`src/rtl/weight_fetch_pkg.sv`:
```
// weight_fetch_pkg
// Shared PE definitions for the weight read sequencer: FSM state
// encodings, the read-credit threshold, the output-buffer depth and a
// credit helper used by the sequencer.
package weight_fetch_pkg;

  // Sequencer states
  typedef enum logic [1:0] {
    WF_IDLE  = 2'd0,
    WF_FETCH = 2'd1,
    WF_DRAIN = 2'd2
  } wf_state_e;

  // A new read may be issued while buffered + in-flight words <= this value.
  // With a 4-entry buffer this leaves room for the word already in flight.
  localparam int unsigned WF_CREDIT_MAX = 32'd2;

  // Output buffer is 2**WF_FIFO_DEPTH_WIDTH entries deep
  localparam int unsigned WF_FIFO_DEPTH_WIDTH = 32'd2;

  // True when one more read can be issued without risking buffer overflow
  function automatic logic wf_credit_ok(input logic [WF_FIFO_DEPTH_WIDTH:0] occ,
                                        input logic inflight);
    logic [WF_FIFO_DEPTH_WIDTH+1:0] sum;
    sum = {1'b0, occ} + {{(WF_FIFO_DEPTH_WIDTH + 1){1'b0}}, inflight};
    return (32'(sum) <= WF_CREDIT_MAX);
  endfunction

endpackage

```
`src/rtl/weight_fetch_fifo.sv`:
```
// fifo
// Small synchronous first-word-fall-through FIFO used as the output buffer
// of the weight sequencer. The head entry is presented on dout_o whenever
// empty_o is low and only changes on a pop, so it stays stable while the
// consumer stalls. Pushes into a full FIFO and pops from an empty one are
// dropped.
// Ports:
//   clk, rst      clock, asynchronous active-high reset (flushes contents)
//   push_i, din_i write strobe and data
//   pop_i         remove head entry
//   dout_o        head entry
//   empty_o       no entries
//   full_o        all entries used
//   count_o       registered occupancy
module fifo #(
  parameter int WIDTH       = 18,
  parameter int DEPTH_WIDTH = 2
) (
  input  logic                   clk,
  input  logic                   rst,
  input  logic                   push_i,
  input  logic [WIDTH-1:0]       din_i,
  input  logic                   pop_i,
  output logic [WIDTH-1:0]       dout_o,
  output logic                   empty_o,
  output logic                   full_o,
  output logic [DEPTH_WIDTH:0]   count_o
);

  localparam int DEPTH = 1 << DEPTH_WIDTH;

  logic [WIDTH-1:0]       mem_q [DEPTH];
  logic [DEPTH_WIDTH-1:0] wr_ptr_q;
  logic [DEPTH_WIDTH-1:0] rd_ptr_q;
  logic [DEPTH_WIDTH:0]   count_q;
  logic                   do_push_s;
  logic                   do_pop_s;

  assign empty_o   = (count_q == '0);
  assign full_o    = (count_q == (DEPTH_WIDTH + 1)'(DEPTH));
  assign do_push_s = push_i & ~full_o;
  assign do_pop_s  = pop_i & ~empty_o;
  assign dout_o    = mem_q[rd_ptr_q];
  assign count_o   = count_q;

  // Storage array write
  always_ff @(posedge clk or posedge rst) begin
    if (rst) begin
      for (int i = 0; i < DEPTH; i++) begin
        mem_q[i] <= '0;
      end
    end else if (do_push_s) begin
      mem_q[wr_ptr_q] <= din_i;
    end
  end

  // Pointer and occupancy bookkeeping
  always_ff @(posedge clk or posedge rst) begin
    if (rst) begin
      wr_ptr_q <= '0;
      rd_ptr_q <= '0;
      count_q  <= '0;
    end else begin
      if (do_push_s) begin
        wr_ptr_q <= wr_ptr_q + DEPTH_WIDTH'(1);
      end
      if (do_pop_s) begin
        rd_ptr_q <= rd_ptr_q + DEPTH_WIDTH'(1);
      end
      case ({do_push_s, do_pop_s})
        2'b10:   count_q <= count_q + (DEPTH_WIDTH + 1)'(1);
        2'b01:   count_q <= count_q - (DEPTH_WIDTH + 1)'(1);
        default: count_q <= count_q;
      endcase
    end
  end

endmodule

```
`src/rtl/weight_fetch.sv`:
```
// weight_fetch
// Read-side sequencer for the PE weight scratch pad. Walks the pad from
// address 0 to weight_num-1, pixel_num times, absorbs the one-cycle RAM read
// latency and streams the words to the MAC over valid/ready. During the first
// pass an address is only read once the loader has written it.
// Ports:
//   clk, rst                 clock, asynchronous active-high reset
//   fetch_start              start pulse, accepted only when idle
//   weight_num, pixel_num    weights per pass, number of passes
//   wr_ptr, load_done        loader progress (addresses below wr_ptr valid)
//   raddr / rdata            scratch-pad port B address / data (+1 cycle)
//   w_valid/w_ready/w_data   weight stream to the MAC
//   w_last, w_final          last of a pass, last of the whole stream
//   busy, done               not idle, one-cycle completion pulse
module weight_fetch
  import weight_fetch_pkg::*;
#(
  parameter int DATA_WIDTH         = 16,
  parameter int ADDRESSWIDTH_W_PAD = 8,
  parameter int ADDRESSWIDTH_F_PAD = 8
) (
  input  logic                          clk,
  input  logic                          rst,
  input  logic                          fetch_start,
  input  logic [ADDRESSWIDTH_W_PAD-1:0] weight_num,
  input  logic [ADDRESSWIDTH_F_PAD-1:0] pixel_num,
  input  logic [ADDRESSWIDTH_W_PAD-1:0] wr_ptr,
  input  logic                          load_done,
  output logic [ADDRESSWIDTH_W_PAD-1:0] raddr,
  input  logic [DATA_WIDTH-1:0]         rdata,
  output logic                          w_valid,
  input  logic                          w_ready,
  output logic [DATA_WIDTH-1:0]         w_data,
  output logic                          w_last,
  output logic                          w_final,
  output logic                          busy,
  output logic                          done
);

  localparam int FW = DATA_WIDTH + 2;
  localparam int AW = ADDRESSWIDTH_W_PAD;
  localparam int PW = ADDRESSWIDTH_F_PAD;

  wf_state_e state_q, state_d;
  logic [AW-1:0] raddr_q, raddr_d;
  logic [PW-1:0] pass_cnt_q, pass_cnt_d;
  logic [AW-1:0] wnum_q, wnum_d;
  logic [PW-1:0] pnum_q, pnum_d;
  logic          inflight_q, inflight_d;
  logic          tag_last_q, tag_last_d;
  logic          tag_final_q, tag_final_d;
  logic          done_q, done_d;

  logic                       issue_s;
  logic                       credit_s;
  logic                       avail_s;
  logic                       last_s;
  logic                       final_s;
  logic                       pop_s;
  logic                       fifo_empty_s;
  logic                       fifo_full_s;
  logic [FW-1:0]              fifo_dout_s;
  logic [WF_FIFO_DEPTH_WIDTH:0] fifo_count_s;

  assign credit_s = wf_credit_ok(fifo_count_s, inflight_q);
  // The write pointer only matters in pass 0; later passes see a full pad.
  assign avail_s  = (pass_cnt_q != '0) | load_done | (raddr_q < wr_ptr);
  assign last_s   = (raddr_q == (wnum_q - AW'(1)));
  assign final_s  = last_s & (pass_cnt_q == (pnum_q - PW'(1)));
  assign pop_s    = w_valid & w_ready;

  // Next-state, address walk and completion logic
  always_comb begin
    state_d     = state_q;
    raddr_d     = raddr_q;
    pass_cnt_d  = pass_cnt_q;
    wnum_d      = wnum_q;
    pnum_d      = pnum_q;
    done_d      = 1'b0;
    issue_s     = 1'b0;
    case (state_q)
      WF_IDLE: begin
        if (fetch_start) begin
          if ((weight_num == '0) || (pixel_num == '0)) begin
            done_d = 1'b1;
          end else begin
            wnum_d     = weight_num;
            pnum_d     = pixel_num;
            raddr_d    = '0;
            pass_cnt_d = '0;
            state_d    = WF_FETCH;
          end
        end else begin
          state_d = WF_IDLE;
        end
      end
      WF_FETCH: begin
        if (credit_s && avail_s && !fifo_full_s) begin
          issue_s = 1'b1;
          if (last_s) begin
            raddr_d    = '0;
            pass_cnt_d = pass_cnt_q + PW'(1);
            if (final_s) begin
              state_d = WF_DRAIN;
            end else begin
              state_d = WF_FETCH;
            end
          end else begin
            raddr_d = raddr_q + AW'(1);
          end
        end else begin
          state_d = WF_FETCH;
        end
      end
      WF_DRAIN: begin
        if (fifo_empty_s && !inflight_q) begin
          done_d  = 1'b1;
          state_d = WF_IDLE;
        end else begin
          state_d = WF_DRAIN;
        end
      end
      default: begin
        state_d = WF_IDLE;
      end
    endcase
  end

  // Tags travel alongside the read so they line up with rdata next cycle
  always_comb begin
    inflight_d  = issue_s;
    tag_last_d  = issue_s & last_s;
    tag_final_d = issue_s & final_s;
  end

  // Sequencer state registers
  always_ff @(posedge clk or posedge rst) begin
    if (rst) begin
      state_q     <= WF_IDLE;
      raddr_q     <= '0;
      pass_cnt_q  <= '0;
      wnum_q      <= '0;
      pnum_q      <= '0;
      inflight_q  <= 1'b0;
      tag_last_q  <= 1'b0;
      tag_final_q <= 1'b0;
      done_q      <= 1'b0;
    end else begin
      state_q     <= state_d;
      raddr_q     <= raddr_d;
      pass_cnt_q  <= pass_cnt_d;
      wnum_q      <= wnum_d;
      pnum_q      <= pnum_d;
      inflight_q  <= inflight_d;
      tag_last_q  <= tag_last_d;
      tag_final_q <= tag_final_d;
      done_q      <= done_d;
    end
  end

  fifo #(
    .WIDTH       (FW),
    .DEPTH_WIDTH (WF_FIFO_DEPTH_WIDTH)
  ) u_out_fifo (
    .clk     (clk),
    .rst     (rst),
    .push_i  (inflight_q),
    .din_i   ({tag_final_q, tag_last_q, rdata}),
    .pop_i   (pop_s),
    .dout_o  (fifo_dout_s),
    .empty_o (fifo_empty_s),
    .full_o  (fifo_full_s),
    .count_o (fifo_count_s)
  );

  assign raddr   = raddr_q;
  assign w_valid = ~fifo_empty_s;
  assign w_data  = fifo_dout_s[DATA_WIDTH-1:0];
  // Tag bits are masked so they read 0 whenever no word is presented
  assign w_last  = w_valid & fifo_dout_s[DATA_WIDTH];
  assign w_final = w_valid & fifo_dout_s[DATA_WIDTH+1];
  assign busy    = (state_q != WF_IDLE);
  assign done    = done_q;

endmodule

```
`config.mk`:
```
export PLATFORM = sky130hd
export DESIGN_NAME = weight_fetch
export DESIGN_NICKNAME = d
export VERILOG_FILES = /design/src/rtl/weight_fetch_pkg.sv /design/src/rtl/weight_fetch_fifo.sv /design/src/rtl/weight_fetch.sv
export SDC_FILE = /design/constraint.sdc
export NUM_CORES = 1
export LEC_CHECK = 0
export CELL_PAD_IN_SITES_DETAIL_PLACEMENT = 0
export CELL_PAD_IN_SITES_GLOBAL_PLACEMENT = 1
export CORE_MARGIN = 2
export CORE_UTILIZATION = 48
export CTS_CLUSTER_DIAMETER = 30
export DETAILED_ROUTE_END_ITERATION = 6
export GPL_TIMING_DRIVEN = 0
export HOLD_SLACK_MARGIN = 0.03
export PLACE_DENSITY = 0.87
export SLEW_MARGIN = 30
export SYNTH_ARGS = -nofsm -noshare
export SYNTH_HDL_FRONTEND = slang
export SYNTH_SLANG_ARGS = --single-unit
```
`constraint.sdc`:
```
create_clock -name clk -period 9.35 [get_ports clk]
set_clock_uncertainty 0.15 [all_clocks]
set_input_delay 1.87 -clock clk [delete_from_list [all_inputs] [get_ports clk]]
set_output_delay 1.87 -clock clk [all_outputs]
set_load 0.01 [all_outputs]
```
# Yosys cells after proc, flatten, opt, wreduce, memory -nomap -nowiden
# Index checks and enable logic that the tools add are counted.
[word_totals]
wordCells = 105
output_inout_bits = 29
ff_bits = 117
[classes]
n_eq_ne = 13
magnitude_cmp = 5
addsub = 9
muxes = 28
bitwise = 15
reduce_logical = 19
[op_table]
columns = ["operator", "n"]
rows = [
  ["bitwise mux 72 bit", 1],
  ["2-to-1 mux 18 bit", 3],
  ["2-to-1 mux 8 bit", 6],
  ["binary-select mux 18 bit (select 2 bit)", 1],
  ["demux 18 bit (select 2 bit)", 1],
  ["case mux 8 bit (2 select lines)", 2],
  ["adder 8 x 1 -> 8 bit, second input constant", 2],
  ["equality test 8 bit", 2],
  ["logical NOT 8 bit", 2],
  ["subtractor 8 x 1 -> 8 bit, second input constant", 2],
  ["2-to-1 mux 2 bit", 6],
  ["bitwise AND 1 bit", 8],
  ["< comparator 8 bit", 1],
  ["inequality test 2 bit, second input constant", 4],
  ["nonzero test 8 bit", 1],
  [">= comparator 3 bit, second input constant", 2],
  ["inequality test 3 bit, second input constant", 2],
  ["inverter 2 -> 3 bit", 2],
  ["case mux 2 bit (3 select lines)", 1],
  ["case mux 3 bit (2 select lines)", 1],
  ["nonzero test 2 bit", 3],
  ["2-to-1 mux 1 bit", 5],
  ["AND reduction 5 bit", 1],
  ["adder 2 x 1 -> 2 bit, second input constant", 2],
  ["other kinds (19)", 28],
]

# Longest topological paths before layout
[depth]
word_depth = 8
mapped_depth = 10
ltp_nobuf = 9

# Cells and area by module
# A second synthesis with hierarchy kept.
[hier_totals]
cells_unflattened = 509
hier_area_um2 = 6087.1
[modules_own_cells]
columns = ["module", "cells_each", "n_inst", "seq_area_each_um2", "area_per_inst_um2"]
rows = [
  ["fifo", 211, 1, 1976.9, 3540.9],
  ["weight_fetch", 298, 1, 950.9, 2546.2],
]

# Least setup slack after synthesis
# Ideal clock, no wire load.
[synth_path]
path_type = "input port to flip-flop"
startpoint = "input wr_ptr[1]"
endpoint = "register state_q[0]"
arrival_ps = 3978
setup_time_ps = 139
slack_ps = 5083
n_path_buf = 0
cell_stages = 8
cell_sequence = "inv_1 > ha_1 > a2111oi_2 > a2111oi_0 > or3_4 > or4_1 > a2111oi_0 > a211oi_1"
[synth_via]
elab_chain_len = 6
word_cells_on_any_way = 8
cone_classes = "order compare: 1; eq/ne: 1; mux: 2; bitwise: 1; reduce/logical: 3"
[synth_rtl]
columns = ["item", "line_no", "text"]
rows = [
  ["start: declaration", "weight_fetch.sv:27", "input logic [ADDRESSWIDTH_W_PAD-1:0] wr_ptr,"],
  ["< comparator 8 bit (*)", "weight_fetch.sv:67", "assign avail_s = (pass_cnt_q != '0) | load_done | (raddr_q < wr_ptr);"],
  ["bitwise OR 1 bit (*)", "weight_fetch.sv:67", ""],
  ["logical AND 1 bit (*) (2 in a row)", "weight_fetch.sv:98", "if (credit_s && avail_s && !fifo_full_s) begin"],
  ["2-to-1 mux 2 bit or inequality test 3 bit (tied branches)", "n/a", ""],
  ["case mux 2 bit (3 select lines) or AND reduction 2 bit (tied branches)", "n/a", ""],
  ["end signal: assignment", "weight_fetch.sv:149", "state_q <= state_d;"],
  ["end: declaration", "weight_fetch.sv:44", "wf_state_e state_q, state_d;"],
]
# Every way passes the cells marked *; elsewhere a longest branch is shown, timed or not.
# A chain may end at the register's enable or synchronous reset.

# Worst setup path in the final report
[layout_path]
startpoint = "register u_out_fifo.rd_ptr_q[1]"
endpoint = "output w_data[12]"
[layout_via]
elab_chain_len = 4
[layout_rtl]
columns = ["item", "line_no", "text"]
rows = [
  ["start: declaration", "weight_fetch_fifo.sv:34", "logic [DEPTH_WIDTH-1:0] rd_ptr_q;"],
  ["start signal: assignment", "weight_fetch_fifo.sv:68", "rd_ptr_q <= rd_ptr_q + DEPTH_WIDTH'(1);"],
  ["inverter 2 -> 3 bit (not written as such)", "weight_fetch_fifo.sv:43", "assign dout_o = mem_q[rd_ptr_q];"],
  ["binary-select mux 18 bit (select 2 bit)", "weight_fetch_fifo.sv:43", ""],
  ["2-to-1 mux 18 bit (not written as such) (2 in a row)", "weight_fetch_fifo.sv:43", ""],
  ["end: declaration", "weight_fetch.sv:33", "output logic [DATA_WIDTH-1:0] w_data,"],
]
# No other way between the ends. The select of a mux whose other input is x is not followed.

==> results.json <==
{
  "status": "finished, final reports clean",
  "syn_inst": 500,
  "min_period_ns": 5.23,
  "synthFlopType": "dfrtp_1",
  "yosys_warnings": 0,
  "synthArstFlopShare": 1.00,
  "drive_gt1_frac": 0.212,
  "htree_levels": 4,
  "start_util": 0.493,
  "r2r-end": "state_q[0]",
  "globalRoute.totalOverflow": 0,
  "cts-root-buf": "clkbuf_16",
  "dieArea_mm2": 0.0133,
  "post_cts_buffers": 0,
  "io_buffers": 73,
  "drv_cap": 0,
  "core_mm2": 0.0121,
  "period_share": 0.559,
  "setup_tns_ns": 0,
  "grt_pass1_wl_um": 21100,
  "r2r-start": "raddr[1]",
  "cts_made_buffers": 17,
  "drc": 0,
  "cts_tree": "done",
  "synth_nets": 565,
  "antennaDiodeCount": 0,
  "synth_cell_type_count": 50,
  "area.growth.synth_to_final_pct": 26.6,
  "dr.pass1.iters": 4,
  "holdCritPathClass": "register to register",
  "clkTransAtPathRegs_ns": 0.05,
  "worst_pin_slew_ns": 0.889,
  "grt_antenna_before_repair": 0,
  "worst_slew_margin_rel": 0.407,
  "cp-end-kind": "primary output",
  "via_count": 4186,
  "rrSetupSlack_ns": 6.13,
  "grt_pass1_vias": 4392,
  "synth_area_mm2": 0.00594,
  "p_per_area_mw_per_mm2": 337,
  "grtUsageTotal": 0.206,
  "finalSetupViolCount": 0,
  "cp-startpoint": "u_out_fifo.rd_ptr_q[1]",
  "avgSynthCellArea_um2": 11.9,
  "wirelength_um": 12500,
  "ff2ff_path_depth": 7,
  "nets": 658,
  "path_class": "register to primary output",
  "place_ws_ns": 4.38,
  "finalHoldViolations": 0,
  "io_pins": 74,
  "vdd.ir_drop.worst_mv": 0.115,
  "ys_seq_area_frac": 0.493,
  "die-height_um": 115,
  "clock_latency_ns": 0.41,
  "critPathRequiredTime_ns": 7.33,
  "viasPerCell": 5.42,
  "crit_fanout": 10,
  "layout_commonest_cell": "dfrtp_1",
  "final_cell_mix": "dfrtp_1 (117), mux2_2 (73), clkdlybuf4s50_1 (73)",
  "place_inst": 742,
  "start_kind": "register",
  "rsz0062_at_grt": "false",
  "core.rowCount": 40,
  "synth_edf_count": 0,
  "fmax_mhz": 191,
  "first_iter_violations": 242,
  "cts_resized": 0,
  "crit_path_end": "w_data[12]",
  "numClockSinks": 117,
  "ant_nets": 0,
  "dp_hpwl_um": 8620,
  "ys_seq_elements": 117,
  "drv_slew": 0,
  "post_drt_wl_per_cell_um": 16.1,
  "die-width_um": 115,
  "leakagePower_nw": 3.26,
  "place_congestion": 0.778,
  "holdCritStartpoint": "u_out_fifo.mem_q[50]",
  "cp.arrival_ns": 3.21,
  "cts.path.max_buffers": 2,
  "postCtsHoldBufs": 0,
  "grt_start_max_net_pins": 63,
  "setup_ws_ns": 4.12,
  "instances_no_fill": 772
}
## state kept, by name (all words and copies together), names as in the netlist, 2 cells and up
signal and cells:
u_out_fifo.count_o 3, raddr 8, u_out_fifo.wr_ptr_q 2, pnum_q 8, u_out_fifo.mem_q 72, u_out_fifo.rd_ptr_q 2, pass_cnt_q 8, wnum_q 8
state_q 2
## layer usage
layer | GRT usage | vias to the layer above | routed length, um
met1 | 0.255 | 2076 | 5460
met3 | 0.0427 | 22 | 532
met4 | 0.0843 | 0 | 240
met5 | 0 | - | 0
met2 | 0.354 | 112 | 6220
li1 | - | 1976 | -
## logic make-up (layout without fill, tap and decap cells)
group           after synthesis  in the layout  share of synthesized area
fa+ha+maj                    20             20                     0.0434
compound gates               59             59                     0.0676
simple gates                141            141                      0.118
flops                       117            117                      0.493
xor+xnor                     26             26                     0.0383
buf+inv                      43            147                     0.0284
mux                          94             94                      0.212
## stage by stage
step | utilization | hold slack, ns | area, um2 | total power, W
2_1_floorplan | - | 0.316 | 5940 | 0.00152
3_3_place_gp | 0.571 | 0.331 | 6880 | 0.00183
3_5_place_dp | 0.574 | 0.339 | 6920 | 0.00188
4_1_cts | 0.624 | 0.349 | 7520 | 0.00256
5_1_grt | 0.624 | 0.358 | 7520 | 0.00270
6_report | 0.624 | 0.347 | 7520 | 0.00254
## report_power, final
part           leakage [nW]  switching, W  internal, W
logic                  1.55      0.000428     0.000579
clock network         0.289      0.000224     0.000449
registers              1.42      0.000143     0.000714
total                  3.26      0.000795      0.00174
## cell usage after synthesis, types with 5 or more instances
master      n  area share
or4_1       7      0.0088
nand3_1     8      0.0067
ha_1       19       0.040
xnor2_1    17       0.025
dfrtp_1   117        0.49
mux4_2     18       0.068
nand2_1    62       0.039
mux2_2     73        0.14
nor2_1     19       0.012
nand2b_1    7      0.0074
inv_1      25       0.016
xor2_1      9       0.013
clkbuf_1   17       0.011
nor3_1      5      0.0042
a21oi_1    12       0.010
and2_1      5      0.0053
o21ai_0    17       0.014
a21o_1      5      0.0063
## worst max-delay path: stages, from the launching register on
cell             delay (ns)
dfrtp_1                0.32
clkbuf_1               0.63
clkbuf_1               0.74
mux4_2                 0.61
clkdlybuf4s50_1        0.49
## worst min path at each step
stage                      endpoint  slack [ns]  depth (start not counted)
4_1_cts        u_out_fifo.mem_q[36]        0.35                          1
3_3_place_gp   u_out_fifo.mem_q[45]        0.33                          1
3_5_place_dp   u_out_fifo.mem_q[36]        0.34                          1
5_1_grt        u_out_fifo.mem_q[50]        0.36                          1
6_report       u_out_fifo.mem_q[50]        0.35                          1
2_1_floorplan             pnum_q[7]        0.32                          2
## cell type report
class / count / area (um2)
fillers: 950 / 4540
flip-flops and latches: 117 / 2930
multi-input cells: 340 / 2850
repair buffers: 74 / 758
clock buffers: 21 / 450
well taps: 168 / 210
clock inverters: 9 / 154
inverters: 25 / 101
plain buffers: 18 / 75.1
Power figures use the tool's default switching activity.
